<file path="config.mk">
export PLATFORM = sky130hd
export DESIGN_NAME = inst_issue_queue_flat
export DESIGN_NICKNAME = d
export VERILOG_FILES = /design/src/rtl/inst_issue_queue_if.sv /design/src/rtl/inst_issue_queue.sv /design/src/flat_wrapper.sv
export SDC_FILE = /design/constraint.sdc
export NUM_CORES = 2
export LEC_CHECK = 0
export CAP_MARGIN = 20
export CORE_UTILIZATION = 50
export CTS_BUF_LIST = sky130_fd_sc_hd__clkbuf_4 sky130_fd_sc_hd__clkbuf_8
export DETAILED_ROUTE_END_ITERATION = 10
export DONT_BUFFER_PORTS = 1
export GPL_ROUTABILITY_DRIVEN = 0
export GPL_TIMING_DRIVEN = 1
export HOLD_SLACK_MARGIN = 0.15
export PLACE_DENSITY = 0.63
export SYNTH_ARGS = -nofsm -noshare
export SYNTH_HDL_FRONTEND = slang
export SYNTH_SLANG_ARGS = --single-unit
</file>
<file path="constraint.sdc">
create_clock -name clk -period 5.8 [get_ports clk]
set_clock_uncertainty 0.1 [all_clocks]
set_input_delay 1.16 -clock clk [delete_from_list [all_inputs] [get_ports clk]]
set_output_delay 1.16 -clock clk [all_outputs]
set_load 0.005 [all_outputs]
</file>
<file path="src/rtl/inst_issue_queue_if.sv">
// rtl/inst_issue_queue_if.sv - fetch/decode side signal bundle for the instruction issue queue
interface inst_issue_queue_if;
    logic        flush_i;
    logic        stall_i;
    logic        fetch_valid1_i;
    logic        fetch_valid2_i;
    logic [31:0] fetch_inst1_i;
    logic [31:0] fetch_inst2_i;
    logic [31:0] fetch_addr1_i;
    logic [31:0] fetch_addr2_i;
    logic        full_o;
    logic [31:0] inst1_o;
    logic [31:0] inst2_o;
    logic [31:0] inst1_addr_o;
    logic [31:0] inst2_addr_o;
    logic        is_in_delayslot_o;
    logic        issue_en_o;
    logic        issue_i;
    logic        issued_i;
    logic        ninst_in_delayslot_i;

    modport master (
        output flush_i, stall_i, fetch_valid1_i, fetch_valid2_i,
               fetch_inst1_i, fetch_inst2_i, fetch_addr1_i, fetch_addr2_i,
               issue_i, issued_i, ninst_in_delayslot_i,
        input  full_o, inst1_o, inst2_o, inst1_addr_o, inst2_addr_o,
               is_in_delayslot_o, issue_en_o
    );

    modport slave (
        input  flush_i, stall_i, fetch_valid1_i, fetch_valid2_i,
               fetch_inst1_i, fetch_inst2_i, fetch_addr1_i, fetch_addr2_i,
               issue_i, issued_i, ninst_in_delayslot_i,
        output full_o, inst1_o, inst2_o, inst1_addr_o, inst2_addr_o,
               is_in_delayslot_o, issue_en_o
    );
endinterface

</file>
<file path="src/rtl/inst_issue_queue.sv">
// rtl/inst_issue_queue.sv - dual-write dual-read instruction buffer between fetch and dual-issue decode
module inst_issue_queue #(
    parameter int DEPTH = 16,
    parameter int PTR_W = 4
) (
    input  logic              clk,
    input  logic              rst,
    inst_issue_queue_if.slave bus
);
    localparam logic              DUAL_ISSUE  = 1'b1;
    localparam logic [PTR_W:0]    FULL_THRESH = (PTR_W+1)'(DEPTH - 2);
    localparam logic [PTR_W:0]    PAIR        = (PTR_W+1)'(2);

    logic [PTR_W-1:0] r_head;
    logic [PTR_W-1:0] r_tail;
    logic [PTR_W:0]   r_count;
    logic             r_flag;
    logic [31:0]      r_inst_mem [DEPTH];
    logic [31:0]      r_addr_mem [DEPTH];

    logic             w_full;
    logic             w_issue_en;
    logic             w_push1;
    logic             w_push2;
    logic             w_pop;
    logic             w_pop2;
    logic [PTR_W:0]   w_npush;
    logic [PTR_W:0]   w_npop;
    logic [PTR_W-1:0] w_head1;
    logic [PTR_W-1:0] w_tail1;

    // full is taken from the registered count, so a same-cycle pop never frees room early
    assign w_full     = (r_count > FULL_THRESH);
    assign w_issue_en = (r_count >= PAIR);
    assign w_push1    = !bus.flush_i && !w_full && bus.fetch_valid1_i;
    assign w_push2    = w_push1 && bus.fetch_valid2_i;
    assign w_pop      = !bus.flush_i && w_issue_en && bus.issued_i && !bus.stall_i;
    assign w_pop2     = w_pop && (bus.issue_i == DUAL_ISSUE);
    assign w_head1    = r_head + 1'b1;
    assign w_tail1    = r_tail + 1'b1;

    always_comb begin
        w_npush = '0;
        w_npop  = '0;
        if (w_push2)
            w_npush = (PTR_W+1)'(2);
        else if (w_push1)
            w_npush = (PTR_W+1)'(1);
        if (w_pop2)
            w_npop = (PTR_W+1)'(2);
        else if (w_pop)
            w_npop = (PTR_W+1)'(1);
    end

    always_ff @(posedge clk or negedge rst) begin
        if (!rst) begin
            r_head  <= '0;
            r_tail  <= '0;
            r_count <= '0;
            r_flag  <= 1'b0;
        end else if (bus.flush_i) begin
            r_head  <= '0;
            r_tail  <= '0;
            r_count <= '0;
            r_flag  <= 1'b0;
        end else begin
            r_head  <= r_head + w_npop[PTR_W-1:0];
            r_tail  <= r_tail + w_npush[PTR_W-1:0];
            r_count <= r_count + w_npush - w_npop;
            if (w_pop)
                r_flag <= bus.ninst_in_delayslot_i;
        end
    end

    // Storage needs no reset: outputs are masked by count until an entry is written
    always_ff @(posedge clk) begin
        if (w_push1) begin
            r_inst_mem[r_tail] <= bus.fetch_inst1_i;
            r_addr_mem[r_tail] <= bus.fetch_addr1_i;
        end
        if (w_push2) begin
            r_inst_mem[w_tail1] <= bus.fetch_inst2_i;
            r_addr_mem[w_tail1] <= bus.fetch_addr2_i;
        end
    end

    assign bus.full_o            = w_full;
    assign bus.issue_en_o        = w_issue_en;
    assign bus.is_in_delayslot_o = r_flag;
    assign bus.inst1_o           = (r_count != '0) ? r_inst_mem[r_head]  : 32'h0;
    assign bus.inst1_addr_o      = (r_count != '0) ? r_addr_mem[r_head]  : 32'h0;
    assign bus.inst2_o           = w_issue_en      ? r_inst_mem[w_head1] : 32'h0;
    assign bus.inst2_addr_o      = w_issue_en      ? r_addr_mem[w_head1] : 32'h0;
endmodule

</file>
<file path="src/flat_wrapper.sv">
// flat-port wrapper written by rule: the top's interface ports become plain ports
module inst_issue_queue_flat 
#(
    parameter int DEPTH = 16,
    parameter int PTR_W = 4
)
  (clk, rst, bus_flush_i, bus_stall_i, bus_fetch_valid1_i, bus_fetch_valid2_i, bus_fetch_inst1_i, bus_fetch_inst2_i, bus_fetch_addr1_i, bus_fetch_addr2_i, bus_issue_i, bus_issued_i, bus_ninst_in_delayslot_i, bus_full_o, bus_inst1_o, bus_inst2_o, bus_inst1_addr_o, bus_inst2_addr_o, bus_is_in_delayslot_o, bus_issue_en_o);
  inst_issue_queue_if bus_i ();
  input  logic clk;
  input  logic rst;
  input wire logic [$bits(bus_i.flush_i)-1:0] bus_flush_i;
  input wire logic [$bits(bus_i.stall_i)-1:0] bus_stall_i;
  input wire logic [$bits(bus_i.fetch_valid1_i)-1:0] bus_fetch_valid1_i;
  input wire logic [$bits(bus_i.fetch_valid2_i)-1:0] bus_fetch_valid2_i;
  input wire logic [$bits(bus_i.fetch_inst1_i)-1:0] bus_fetch_inst1_i;
  input wire logic [$bits(bus_i.fetch_inst2_i)-1:0] bus_fetch_inst2_i;
  input wire logic [$bits(bus_i.fetch_addr1_i)-1:0] bus_fetch_addr1_i;
  input wire logic [$bits(bus_i.fetch_addr2_i)-1:0] bus_fetch_addr2_i;
  input wire logic [$bits(bus_i.issue_i)-1:0] bus_issue_i;
  input wire logic [$bits(bus_i.issued_i)-1:0] bus_issued_i;
  input wire logic [$bits(bus_i.ninst_in_delayslot_i)-1:0] bus_ninst_in_delayslot_i;
  output wire logic [$bits(bus_i.full_o)-1:0] bus_full_o;
  output wire logic [$bits(bus_i.inst1_o)-1:0] bus_inst1_o;
  output wire logic [$bits(bus_i.inst2_o)-1:0] bus_inst2_o;
  output wire logic [$bits(bus_i.inst1_addr_o)-1:0] bus_inst1_addr_o;
  output wire logic [$bits(bus_i.inst2_addr_o)-1:0] bus_inst2_addr_o;
  output wire logic [$bits(bus_i.is_in_delayslot_o)-1:0] bus_is_in_delayslot_o;
  output wire logic [$bits(bus_i.issue_en_o)-1:0] bus_issue_en_o;
  assign bus_i.flush_i = bus_flush_i;
  assign bus_i.stall_i = bus_stall_i;
  assign bus_i.fetch_valid1_i = bus_fetch_valid1_i;
  assign bus_i.fetch_valid2_i = bus_fetch_valid2_i;
  assign bus_i.fetch_inst1_i = bus_fetch_inst1_i;
  assign bus_i.fetch_inst2_i = bus_fetch_inst2_i;
  assign bus_i.fetch_addr1_i = bus_fetch_addr1_i;
  assign bus_i.fetch_addr2_i = bus_fetch_addr2_i;
  assign bus_i.issue_i = bus_issue_i;
  assign bus_i.issued_i = bus_issued_i;
  assign bus_i.ninst_in_delayslot_i = bus_ninst_in_delayslot_i;
  assign bus_full_o = bus_i.full_o;
  assign bus_inst1_o = bus_i.inst1_o;
  assign bus_inst2_o = bus_i.inst2_o;
  assign bus_inst1_addr_o = bus_i.inst1_addr_o;
  assign bus_inst2_addr_o = bus_i.inst2_addr_o;
  assign bus_is_in_delayslot_o = bus_i.is_in_delayslot_o;
  assign bus_issue_en_o = bus_i.issue_en_o;
  inst_issue_queue #(.DEPTH(DEPTH), .PTR_W(PTR_W)) u_core (.clk(clk), .rst(rst), .bus(bus_i));
endmodule
</file>
### After elaboration in Yosys (flattened, before gate mapping)

Memory sizes are Yosys's and may differ from the RTL's.
Cells that the tools add are included.

* flip-flop bits (word level): 14
* bits in writable memories: 1024
* input bits: 137
* output and inout bits: 131
* word-level logic and storage cells: 43
* memories: 2

* add/sub/neg operators: 6
* order comparisons: 2
* mux-type cells: 17
* reductions and logical operators: 12

Memories
* u_core.r_addr_mem: depth 16, width 32, read ports 2, clocked after Yosys merged registers in 0, write ports 2, line inst_issue_queue.sv:19 `logic [31:0] r_addr_mem [DEPTH];`
* u_core.r_inst_mem: depth 16, width 32, read ports 2, clocked after Yosys merged registers in 0, write ports 2, line inst_issue_queue.sv:18 `logic [31:0] r_inst_mem [DEPTH];`

Operator list (number)
* 32-bit 2-to-1 mux: 4
* 5-bit 2-to-1 mux: 2
* 4-bit by 1-bit adder with 4-bit output (second input constant): 2
* 4-bit adder: 2
* 1-bit 2-to-1 mux: 8
* 4-bit 2-to-1 mux: 2
* 1-bit logical AND: 7
* 5-bit adder: 1
* 5-bit by 2-bit >= comparator with 1-bit output (second input constant): 1
* 5-bit by 4-bit > comparator with 1-bit output (second input constant): 1
* 5-bit nonzero test: 1
* 5-bit subtractor: 1
* 1-bit logical NOT: 3
* 2-bit 2-to-1 mux: 1
* 2-bit nonzero test: 1

### Logic depth before layout (Yosys ltp)

* word-level depth: 9
* mapped depth: 15

### Worst setup path before layout

Ideal clock, no wire load.

* path type: input to register
* start point: input bus_flush_i
* end point: memory u_core.r_addr_mem[14][0], enable pin
* data arrival time: 5080 ps
* data required time: 5191 ps
* path slack: 111 ps
* stages: 5
* buffers on the path: 2
* path through: buf_6 -> and4bb_2 -> o211ai_2 -> buf_2 -> o22ai_1

RTL lines
* start, declared: line flat_wrapper.sv:11 `input wire logic [$bits(bus_i.flush_i)-1:0] bus_flush_i;`
* end, declared: line inst_issue_queue.sv:19

### Final worst setup path

* start point: register u_core.r_count[4]
* end point: output bus_inst2_o[29]

* longest elaborated chain between the ends: 2

Ends and longest elaborated chain
* start, declared: line inst_issue_queue.sv:16 `logic [PTR_W:0] r_count;`
* start signal, assigned: line inst_issue_queue.sv:69 `r_count <= r_count + w_npush - w_npop;`
* 5-bit by 2-bit >= comparator with 1-bit output: line inst_issue_queue.sv:34 `assign w_issue_en = (r_count >= PAIR);`
* net bus_issue_en_o: line flat_wrapper.sv:28 `output wire logic [$bits(bus_i.issue_en_o)-1:0] bus_issue_en_o;`
* 32-bit 2-to-1 mux: line inst_issue_queue.sv:92 `assign bus.inst2_o = w_issue_en ? r_inst_mem[w_head1] : 32'h0;`
* end, declared: line flat_wrapper.sv:24 `output wire logic [$bits(bus_i.inst2_o)-1:0] bus_inst2_o;`

The timed path passes the listed nets, and every way through them passes these cells.

==> key figures <==
Pwr
  • Reg power frac: ~46%
  • Combinational Power Share: roughly 17%
  • Pwr dens: ~280 nW/um^2
  • Switch share: ~28%
  • Leakage power: between 15 and 20 nW
  • Internal power: 0.0132 W
  • Psw: slightly above 0.005 W
  • Peak supply drop: ~0.00023 V
  • Clk pwr share: ~37%

Logic synthesis
  • Top cell type's share of synthesized area: 50.6%
  • Async SR Flop Fraction: 1.35%
  • Main combinational cell family by area after synthesis: multiplexers
  • Post-Synth XOR/XNOR Area: less than 1%
  • Synth area leader: edfxtp_1
  • Most used DFF post-synth: edfxtp_1
  • Synth Area per Inst: 17.0 um^2
  • Synth Area in Compound Gates: approximately 1.8%
  • Post-Synth Simple-Gate Area: between 1.5 and 2%
  • Register area share after synthesis: 51.2%
  • Post-Syn Nets: about 3700
  • Yosys reg bits: 1038
  • EDFF count, synth: approximately 1000
  • Most common cell in the netlist: edfxtp_1
  • Post-synthesis mux area share: about two fifths
  • Ys Warns: 0
  • Area share of fa/ha/maj cells after synthesis: less than 1%
  • Synth area leaders: edfxtp_1 (51%), mux4_2 (19%), mux2_2 (18%)
  • Mapped Cells: between 3000 and 4000
  • Synthesized area: roughly 61000 um^2
  • Post-synth top cells: edfxtp_1 (1024), mux2_2 (961), mux4_2 (512)
  • Post-synthesis cell type count: 47

Clock tree
  • Number of H-tree levels: 4
  • Clock Latency Late Sink: 930 ps
  • Clk buf depth: 3
  • Clock sinks: between 1000 and 1500
  • Number of buffers created by CTS: roughly 180
  • Post-cts sizing count: 0
  • Post-CTS setup buffers: 0
  • CTS Root Cell: clkbuf_8
  • CTS tree: built
  • Worst-path clk slew: about 60 ps

Layout
  • Finished layout cell area: ~66000 um^2
  • Synth-to-Final Area Change: 8.18%
  • Share of cells above drive strength 1: 53.1%
  • Final Util: 54.7%
  • Final-stage net count: around 3600

Placed design
  • Detailed placer's ending HPWL: about 100 mm
  • Placed instance area: roughly 62000 um^2
  • Port Buffers: 0

STA
  • Worst Max-Slew Pin Slew: roughly 1200 ps
  • # setup viols final: 0
  • Final TNS setup: 0 ps
  • Hold Fails Final Rpt: 0
  • Final Max Tran Viols: 0
  • Final period util: 95.0%
  • Worst hold margin: between 200 and 300 ps
  • Max-slew headroom: between 10% and 20%
  • Fin crit period: around 5500 ps
  • Max Clk Rate: 0.182 GHz
  • Setup repair after global routing missed its margin: no

Routing
  • Remaining DRCs: 0
  • Pre-antenna DRT Iters: 5
  • Iteration-0 DRC Markers: between 4000 and 5000
  • Vias/cell: roughly 7.1
  • Post-route ant nets: 0
  • Detailed Route WL: 194 mm
  • Drt wl/cell: roughly 37 um
  • Via count: 36700

Worst setup path
  • Crit path arrival time: 4250 ps
  • Worst path required time: 4540 ps
  • CP top delay family: simple AND/OR/NAND/NOR gates
  • Startpoint Class: flip-flop
  • Worst Path Buf+Inv: 2
  • Setup CP Type: reg2out
  • FF-to-FF setup slack: about 1900 ps
  • CP max stage cell: nand2_4
  • CP cell instances: inv_1, ha_1, o21ai_0, nand2_1, nand2_4, buf_4, o211ai_1
  • CP Capture Type: output port
  • Worst stage delay on the critical path: roughly 640 ps
  • Crit Path Max Fanout: 34

Floorplanning
  • Die area: approximately 120000 um^2
  • Core area: 120000 um^2
  • Die Y: about 350 um
  • Initial Util: 50.5%
  • Die Wd: 351 um
  • Site Rows: 127
  • IO Pins: about 270

Global routing
  • Antenna violations before repair: 2
  • Pin count of the biggest net entering global routing: approximately 120
  • Vias in the first global route: around 38000
  • GRT overflow: 0
  • Total Routing Usage GR: 31.6%
  • First-pass GRT wire length: 274 mm

Min path
  • Hold crit path type: in2reg

Run
  • Max-cap violation count: 0

Outcome
  • Status: completed
==> through the flow <==
| stage | worst slack [ps] | std cells | power [W] |
|---|---|---|---|
| after floorplan | 111 | 3581 | 0.0107 |
| after global placement | 1270 | 4875 | 0.0117 |
| after detailed placement | 1210 | 4876 | 0.0117 |
| after CTS | 204 | 5200 | 0.0183 |
| after global routing | 115 | 5202 | 0.0188 |
| final | 291 | 5203 | 0.0182 |
==> path summary, 6_finish.rpt <==
kind,start,to,cells after the start
max reg2reg,u_core.r_count[4],u_core.r_count[4],15
min,bus_ninst_in_delayslot_i,u_core.bus.is_in_delayslot_o,2
min in group asynchronous,rst,u_core.bus.is_in_delayslot_o,1
min reg2reg,u_core.bus.is_in_delayslot_o,u_core.bus.is_in_delayslot_o,2
max in group asynchronous,rst,u_core.r_head[1],1
max,u_core.r_count[4],bus_inst2_o[29],7
==> area by class of cell <==
| cell class | count | area [um^2] |
|---|---|---|
| fill | 9489 | 54500 |
| sequential | 1038 | 31100 |
| multi-input combinational | 2114 | 27900 |
| clock buffer | 242 | 2990 |
| tap | 1612 | 2020 |
| timing repair buffer | 102 | 1160 |
| clock inverter | 80 | 485 |
| inverter | 13 | 48.8 |
| antenna | 2 | 5.00 |
==> cells by family (layout without fill, tap and decap cells) <==
group / Yosys count / after routing
compound gates: 161 / 161
fa+ha+maj: 19 / 19
flops: 1038 / 1038
buf+inv: 429 / 437
other cells: 0 / 2
mux: 1730 / 1730
simple gates: 194 / 194
xor+xnor: 10 / 10
==> repair_timing <==
action / in CTS / in global routing
hold buffers: 2 / 0
setup endpoints to repair: 0 / 0
hold endpoints to repair: 28 / 0
==> registers in the layout, summed over array words and instances, names as in the netlist <==
register,cells
u_core.bus.is_in_delayslot_o,1
u_core.r_addr_mem,512
u_core.r_count,5
u_core.r_head,4
u_core.r_inst_mem,512
u_core.r_tail,4
==> layout by cell type (no fill, tap or decap), types with 4 or more instances in the layout <==
master / n
nor2b_1: 10
o22ai_4: 16
nor2_4: 11
o211ai_1: 65
clkinvlp_4: 6
clkinv_2: 24
xnor2_1: 5
clkbuf_4: 55
o22ai_1: 64
mux2_2: 961
ha_1: 14
nand2_1: 7
fa_1: 4
nand2b_1: 4
nand3_1: 129
nor2_8: 5
dfrtp_1: 11
buf_4: 69
clkbuf_8: 187
edfxtp_1: 1024
bufinv_16: 4
clkinv_1: 42
mux2i_1: 191
buf_12: 31
nor2_1: 12
inv_1: 13
mux4_2: 512
a21oi_1: 7
mux2_1: 66
==> metal layers <==
metal  up-vias  wire length, um  global-route usage (%)
met2      2126            93300                    50.7
met4         0             6590                    11.6
met5         -                0                       0
met1     19600            73900                    41.2
li1      14600                -                       -
met3       399            20600                    8.42
==> power by group through the flow <==
stage	sequential, W	combinational, W	clock, W
3_5_place_dp	0.00861	0.00310	0
3_3_place_gp	0.00860	0.00306	0
4_1_cts	0.00846	0.00313	0.00673
5_1_grt	0.00846	0.00327	0.00703
2_1_floorplan	0.00859	0.00212	0
6_report	0.00846	0.00313	0.00665
Power figures use the tool's default switching activity.
